$ cat src/rtl/sb_tx_arbiter.sv
// sb_tx_arbiter
// Shares one sideband serializer between N_REQ byte-stream requesters.
// A round-robin winner is locked for a whole packet; every byte leaves as a
// 10-bit symbol {stop=1, data[7:0], start=0} so the serializer, shifting LSB
// first, emits the start bit and then the data LSB first. Each packet is
// followed by GAP_CYCLES idle cycles, and a granted requester that stalls
// mid-packet for TIMEOUT cycles is aborted with a one-cycle timeout_err pulse.
module sb_tx_arbiter #(
  parameter int N_REQ      = 3,
  parameter int GAP_CYCLES = 10,
  parameter int TIMEOUT    = 64
) (
  input  logic               clk,
  input  logic               rst,
  input  logic [N_REQ*8-1:0] in_data,
  input  logic [N_REQ-1:0]   in_valid,
  input  logic [N_REQ-1:0]   in_last,
  output logic [N_REQ-1:0]   in_ready,
  output logic [N_REQ-1:0]   gnt,
  output logic [9:0]         sym_data,
  output logic               sym_valid,
  input  logic               sym_ready,
  output logic               busy,
  output logic               timeout_err
);

  // Counter widths: the gap counter runs 0..GAP_CYCLES-1 and the stall
  // counter 0..TIMEOUT-1, so neither needs to hold its terminal value.
  localparam int IDX_W    = (N_REQ > 1) ? $clog2(N_REQ) : 1;
  localparam int GAP_W    = (GAP_CYCLES > 1) ? $clog2(GAP_CYCLES) : 1;
  localparam int TMO_W    = (TIMEOUT > 1) ? $clog2(TIMEOUT) : 1;
  localparam int GAP_LAST = (GAP_CYCLES > 0) ? GAP_CYCLES - 1 : 0;
  localparam int TMO_LAST = (TIMEOUT > 0) ? TIMEOUT - 1 : 0;

  typedef enum logic [1:0] {
    ST_IDLE = 2'd0,
    ST_SEND = 2'd1,
    ST_GAP  = 2'd2
  } state_t;

  state_t             state_reg, state_next;
  logic [N_REQ-1:0]   gnt_reg, gnt_next;
  logic [IDX_W-1:0]   last_gnt_reg, last_gnt_next;
  logic [9:0]         sym_data_reg, sym_data_next;
  logic               sym_valid_reg, sym_valid_next;
  logic               last_q_reg, last_q_next;
  logic [TMO_W-1:0]   tmo_cnt_reg, tmo_cnt_next;
  logic [GAP_W-1:0]   gap_cnt_reg, gap_cnt_next;
  logic               timeout_err_reg, timeout_err_next;

  // Per-requester byte lanes and round-robin masking
  logic [7:0]         req_byte [N_REQ];
  logic [N_REQ-1:0]   hi_mask;
  logic [N_REQ-1:0]   hi_req;
  logic [N_REQ-1:0]   pick_vec;
  logic [IDX_W-1:0]   win_idx;
  logic               req_any;

  // Handshake helpers for the granted requester (index kept in last_gnt_reg)
  logic               send_open;
  logic               byte_acc;
  logic               sym_done;
  logic               stall;
  logic [7:0]         cur_byte;
  logic               cur_valid;
  logic               cur_last;

  for (genvar gi = 0; gi < N_REQ; gi++) begin : g_req
    assign req_byte[gi] = in_data[gi*8 +: 8];
    // Indices strictly above the previous winner get first look.
    assign hi_mask[gi]  = (IDX_W'(gi) > last_gnt_reg);
    // Only the granted lane can see a ready, and only while a slot is open.
    assign in_ready[gi] = send_open && (last_gnt_reg == IDX_W'(gi));
  end

  assign hi_req   = in_valid & hi_mask;
  assign pick_vec = (|hi_req) ? hi_req : in_valid;
  assign req_any  = |in_valid;

  // Lowest set bit of the rotated request vector is the round-robin winner.
  always_comb begin
    win_idx = '0;
    for (int i = N_REQ - 1; i >= 0; i--) begin
      if (pick_vec[i]) begin
        win_idx = IDX_W'(i);
      end
    end
  end

  assign cur_byte  = req_byte[last_gnt_reg];
  assign cur_valid = in_valid[last_gnt_reg];
  assign cur_last  = in_last[last_gnt_reg];

  // The output slot is free when empty or draining this cycle; once the last
  // byte of the packet sits in the slot no further byte is taken, so the next
  // packet of the same requester has to win arbitration again.
  assign send_open = (state_reg == ST_SEND) && !(sym_valid_reg && last_q_reg) &&
                     (!sym_valid_reg || sym_ready);
  assign byte_acc  = send_open && cur_valid;
  assign sym_done  = sym_valid_reg && sym_ready && last_q_reg;
  // Only a starved slot counts as a stall; backpressure keeps sym_valid high.
  assign stall     = !sym_valid_reg && !cur_valid;

  // Next-state and datapath decisions for the arbiter FSM
  always_comb begin
    state_next       = state_reg;
    gnt_next         = gnt_reg;
    last_gnt_next    = last_gnt_reg;
    sym_data_next    = sym_data_reg;
    sym_valid_next   = sym_valid_reg;
    last_q_next      = last_q_reg;
    tmo_cnt_next     = tmo_cnt_reg;
    gap_cnt_next     = gap_cnt_reg;
    timeout_err_next = 1'b0;

    case (state_reg)
      ST_IDLE: begin
        if (req_any) begin
          state_next        = ST_SEND;
          gnt_next          = '0;
          gnt_next[win_idx] = 1'b1;
          last_gnt_next     = win_idx;
          tmo_cnt_next      = '0;
          last_q_next       = 1'b0;
        end
      end

      ST_SEND: begin
        if (byte_acc) begin
          sym_data_next  = {1'b1, cur_byte, 1'b0};
          sym_valid_next = 1'b1;
          last_q_next    = cur_last;
          tmo_cnt_next   = '0;
        end else if (sym_valid_reg && sym_ready) begin
          sym_valid_next = 1'b0;
        end

        if (sym_done) begin
          gnt_next     = '0;
          last_q_next  = 1'b0;
          tmo_cnt_next = '0;
          gap_cnt_next = '0;
          state_next   = (GAP_CYCLES == 0) ? ST_IDLE : ST_GAP;
        end else if (stall) begin
          if (tmo_cnt_reg == TMO_W'(TMO_LAST)) begin
            timeout_err_next = 1'b1;
            gnt_next         = '0;
            last_q_next      = 1'b0;
            tmo_cnt_next     = '0;
            gap_cnt_next     = '0;
            state_next       = (GAP_CYCLES == 0) ? ST_IDLE : ST_GAP;
          end else begin
            tmo_cnt_next = tmo_cnt_reg + 1'b1;
          end
        end
      end

      ST_GAP: begin
        if (gap_cnt_reg == GAP_W'(GAP_LAST)) begin
          gap_cnt_next = '0;
          state_next   = ST_IDLE;
        end else begin
          gap_cnt_next = gap_cnt_reg + 1'b1;
        end
      end

      default: begin
        state_next     = ST_IDLE;
        gnt_next       = '0;
        sym_valid_next = 1'b0;
        last_q_next    = 1'b0;
      end
    endcase
  end

  // State register; reset drops any pending symbol and points the
  // round-robin pointer at the highest index so requester 0 goes first.
  always_ff @(posedge clk or negedge rst) begin
    if (!rst) begin
      state_reg       <= ST_IDLE;
      gnt_reg         <= '0;
      last_gnt_reg    <= IDX_W'(N_REQ - 1);
      sym_data_reg    <= '0;
      sym_valid_reg   <= 1'b0;
      last_q_reg      <= 1'b0;
      tmo_cnt_reg     <= '0;
      gap_cnt_reg     <= '0;
      timeout_err_reg <= 1'b0;
    end else begin
      state_reg       <= state_next;
      gnt_reg         <= gnt_next;
      last_gnt_reg    <= last_gnt_next;
      sym_data_reg    <= sym_data_next;
      sym_valid_reg   <= sym_valid_next;
      last_q_reg      <= last_q_next;
      tmo_cnt_reg     <= tmo_cnt_next;
      gap_cnt_reg     <= gap_cnt_next;
      timeout_err_reg <= timeout_err_next;
    end
  end

  assign gnt         = gnt_reg;
  assign sym_data    = sym_data_reg;
  assign sym_valid   = sym_valid_reg;
  assign timeout_err = timeout_err_reg;
  assign busy        = (state_reg != ST_IDLE);

endmodule

$ cat config.mk
export PLATFORM = sky130hd
export DESIGN_NAME = sb_tx_arbiter
export DESIGN_NICKNAME = d
export VERILOG_FILES = /design/src/rtl/sb_tx_arbiter.sv
export SDC_FILE = /design/constraint.sdc
export NUM_CORES = 1
export LEC_CHECK = 0
export CAP_MARGIN = 25
export CORE_ASPECT_RATIO = 1.25
export CORE_UTILIZATION = 40
export CTS_CLUSTER_DIAMETER = 200
export DETAILED_ROUTE_END_ITERATION = 10
export GPL_TIMING_DRIVEN = 0
export PLACE_DENSITY = 0.71
export SETUP_SLACK_MARGIN = 0.02
export SYNTH_ARGS = -nofsm -noshare
export SYNTH_HDL_FRONTEND = slang
export SYNTH_SLANG_ARGS = --single-unit
$ cat constraint.sdc
create_clock -name clk -period 5.8 [get_ports clk]
set_input_delay 1.74 -clock clk [delete_from_list [all_inputs] [get_ports clk]]
set_output_delay 1.74 -clock clk [all_outputs]
set_load 0.03 [all_outputs]
==> results.cfg <==
[final_layout]
diodes = 0
fin_area_sq_um = 2480
largest_register_ffs = 9
utilization = 0.590
final_common_cell = clkdlybuf4s50_1
drive_gt1_frac = 0.138
area_delta_synth_final_pct = 37.4
layout_common_cells = clkdlybuf4s50_1 (49), dfrtp_1 (28), o21ai_0 (16)
nets = 286
n_fill_cell = 364

[routing]
drc = 0
wirelength_met1_um = 1890
initialDrtViolationCount = 57
routedWlPerCell_um = 14.0
firstDrtPassIters = 4
vias = 1611
top_layer = met4
drtAntennaViolNets = 0
wl_um = 4260
vias_per_cell = 5.32
wl_met3_um = 247
wl_met2_um = 2070

[run_status]
status = complete, no violations

[clock_tree]
cts_tree = done
numCtsBuffers = 5
clk_path_buf_depth = 2
clk_pin_slew_worst_paths_ns = 0.05
cts_resized = 0
post-cts-setup-buffers = 0
clk_latency_ns = 0.28
root_buffer = clkbuf_8
numClockSinks = 29
ctsHoldBuffers = 0
cts-htree-levels = 2

[sta]
setup_tns_ns = 0
max_slew.worst_pin.slew_ns = 0.735
setup_slack_ns = 0.505
setup_violations = 0
fin_skew_ns = 0.00708
max_freq_ghz = 0.189
fin_crit_sh = 0.913
layout_min_cycle_time_ns = 5.30
hold_viol_final = 0
relSlewSlack = 0.508
rsz0062_at_grt = false
report.final.slew_viol_count = 0

[floorplanning]
dieWidth_um = 62.1
design.core.area_sq_um = 4200
die_h_um = 77.1
rows = 26
die_area_sq_um = 4780
start_util = 0.430
io_pins = 52

[yosys]
synth_area_sq_um = 1800
synth.largest_area_cell = dfrtp_1
synth_nets = 229
ys.flop_type = dfrtp_1
yosys_warnings = 0
synth.distinct_cells = 47
synth_seq_cells = 29
syn_inst = 190
synth_edf_count = 0
async_flop_share = 1.00
ys_seq_area_frac = 0.403
synthTopCellsByArea = dfrtp_1 (39%), mux2i_1 (6.1%), o21ai_0 (4.4%)
avgSynthCellArea_sq_um = 9.49
yosys.area.top_type_share = 0.389

[grt]
grt_max_degree = 17
grt_pass1_wl_um = 6980
grt_pass1_vias = 1494
gr-total-overflow = 0
antenna_found_initial = 0
grt_usage = 0.193

[placement]
place_congestion = 0.799
dp_slack_ns = 0.499
hpwl_um = 3250
placed_area_sq_um = 2390
io_buffers = 49

[power_and_ir_drop]
p_per_area_nw_per_um2 = 473
ir_drop_v = 0.000259
p_leak_nw = 1.05
power_mw = 1.17

[worst_setup_path]
path_class = in -> out
r2r-start = state_reg[0]
cp.required_ns = 4.06
cp-start-kind = input pin
critPathCaptureType = output pin
critPathMaxFanout = 4
r2r_slack_ns = 3.54
crit_start = sym_ready
arrival_ns = 3.56

[hold_path]
worstHoldStart = sym_data[9]
hp-class = reg -> reg

[flow_run]
cap_violations = 0
==> synthesized netlist by cell type (3+ instances only) <==
library cell   n
nand3_1        6
mux2i_1       11
and3_1         3
nand2_1       15
o211ai_1       3
o31ai_1        3
nor4_1         3
a21oi_1       10
nor2_1        15
dfrtp_1       28
o21ai_0       16
nand3b_1       4
nor2b_1        7
mux2_2         3
ha_1           6
buf_2          7
a31oi_1        3
inv_1          8
==> area by class of cell <==
class / count / area (sq um) / share of cell area
multi-input combinational: 143 / 988 / 0.399
sequential: 29 / 727 / 0.293
timing repair buffer: 50 / 518 / 0.209
clock buffer: 7 / 86.3 / 0.0348
tap: 56 / 70.1 / 0.0283
buffer: 10 / 57.6 / 0.0232
inverter: 8 / 30.0 / 0.0121
==> layer usage <==
layer  up-vias  global-route usage
met4         0              0.0667
met3         6              0.0438
met1       761               0.251
met5         -                   0
met2        41               0.306
li1        803                   -
==> critical path, stage by stage <==
cell	delay [ns]
clkdlybuf4s50_1	0.51
nor2b_1	0.14
o21ai_0	0.20
nor3b_1	0.25
clkdlybuf4s50_1	0.71
==> worst paths after layout <==
| check | endpoint | cells after the start |
|---|---|---|
| max | in_ready[1] | 5 |
| min reg2reg | sym_data[9] | 1 |
| max in group asynchronous | last_gnt_reg[1] | 2 |
| max reg2reg | gnt[2] | 8 |
| min | sym_data[9] | 1 |
| min in group asynchronous | tmo_cnt_reg[3] | 1 |
==> power by group <==
part | switching (mW) | internal [mW] | total (mW)
clock | 0.0692 | 0.0938 | 0.163
sequential | 0.0431 | 0.270 | 0.313
combinational | 0.401 | 0.295 | 0.696
total | 0.513 | 0.658 | 1.17
==> metrics by stage <==
stage | cells | hold slack [ns]
floorplan | 190 | 0.469
global placement | 295 | 0.451
detailed placement | 296 | 0.458
CTS | 303 | 0.472
global route | 303 | 0.494
finish | 303 | 0.463
==> cells by family after synthesis <==
logic type,Yosys count,share of synthesized area
AND/OR/NAND/NOR,66,0.193
AO/OA/AOI/OAI,53,0.203
flip-flops,29,0.403
buffers and inverters,18,0.0486
multiplexers,17,0.109
adder cells (fa/ha/maj),6,0.0416
other,1,0.00208
Power figures use the tool's default switching activity.
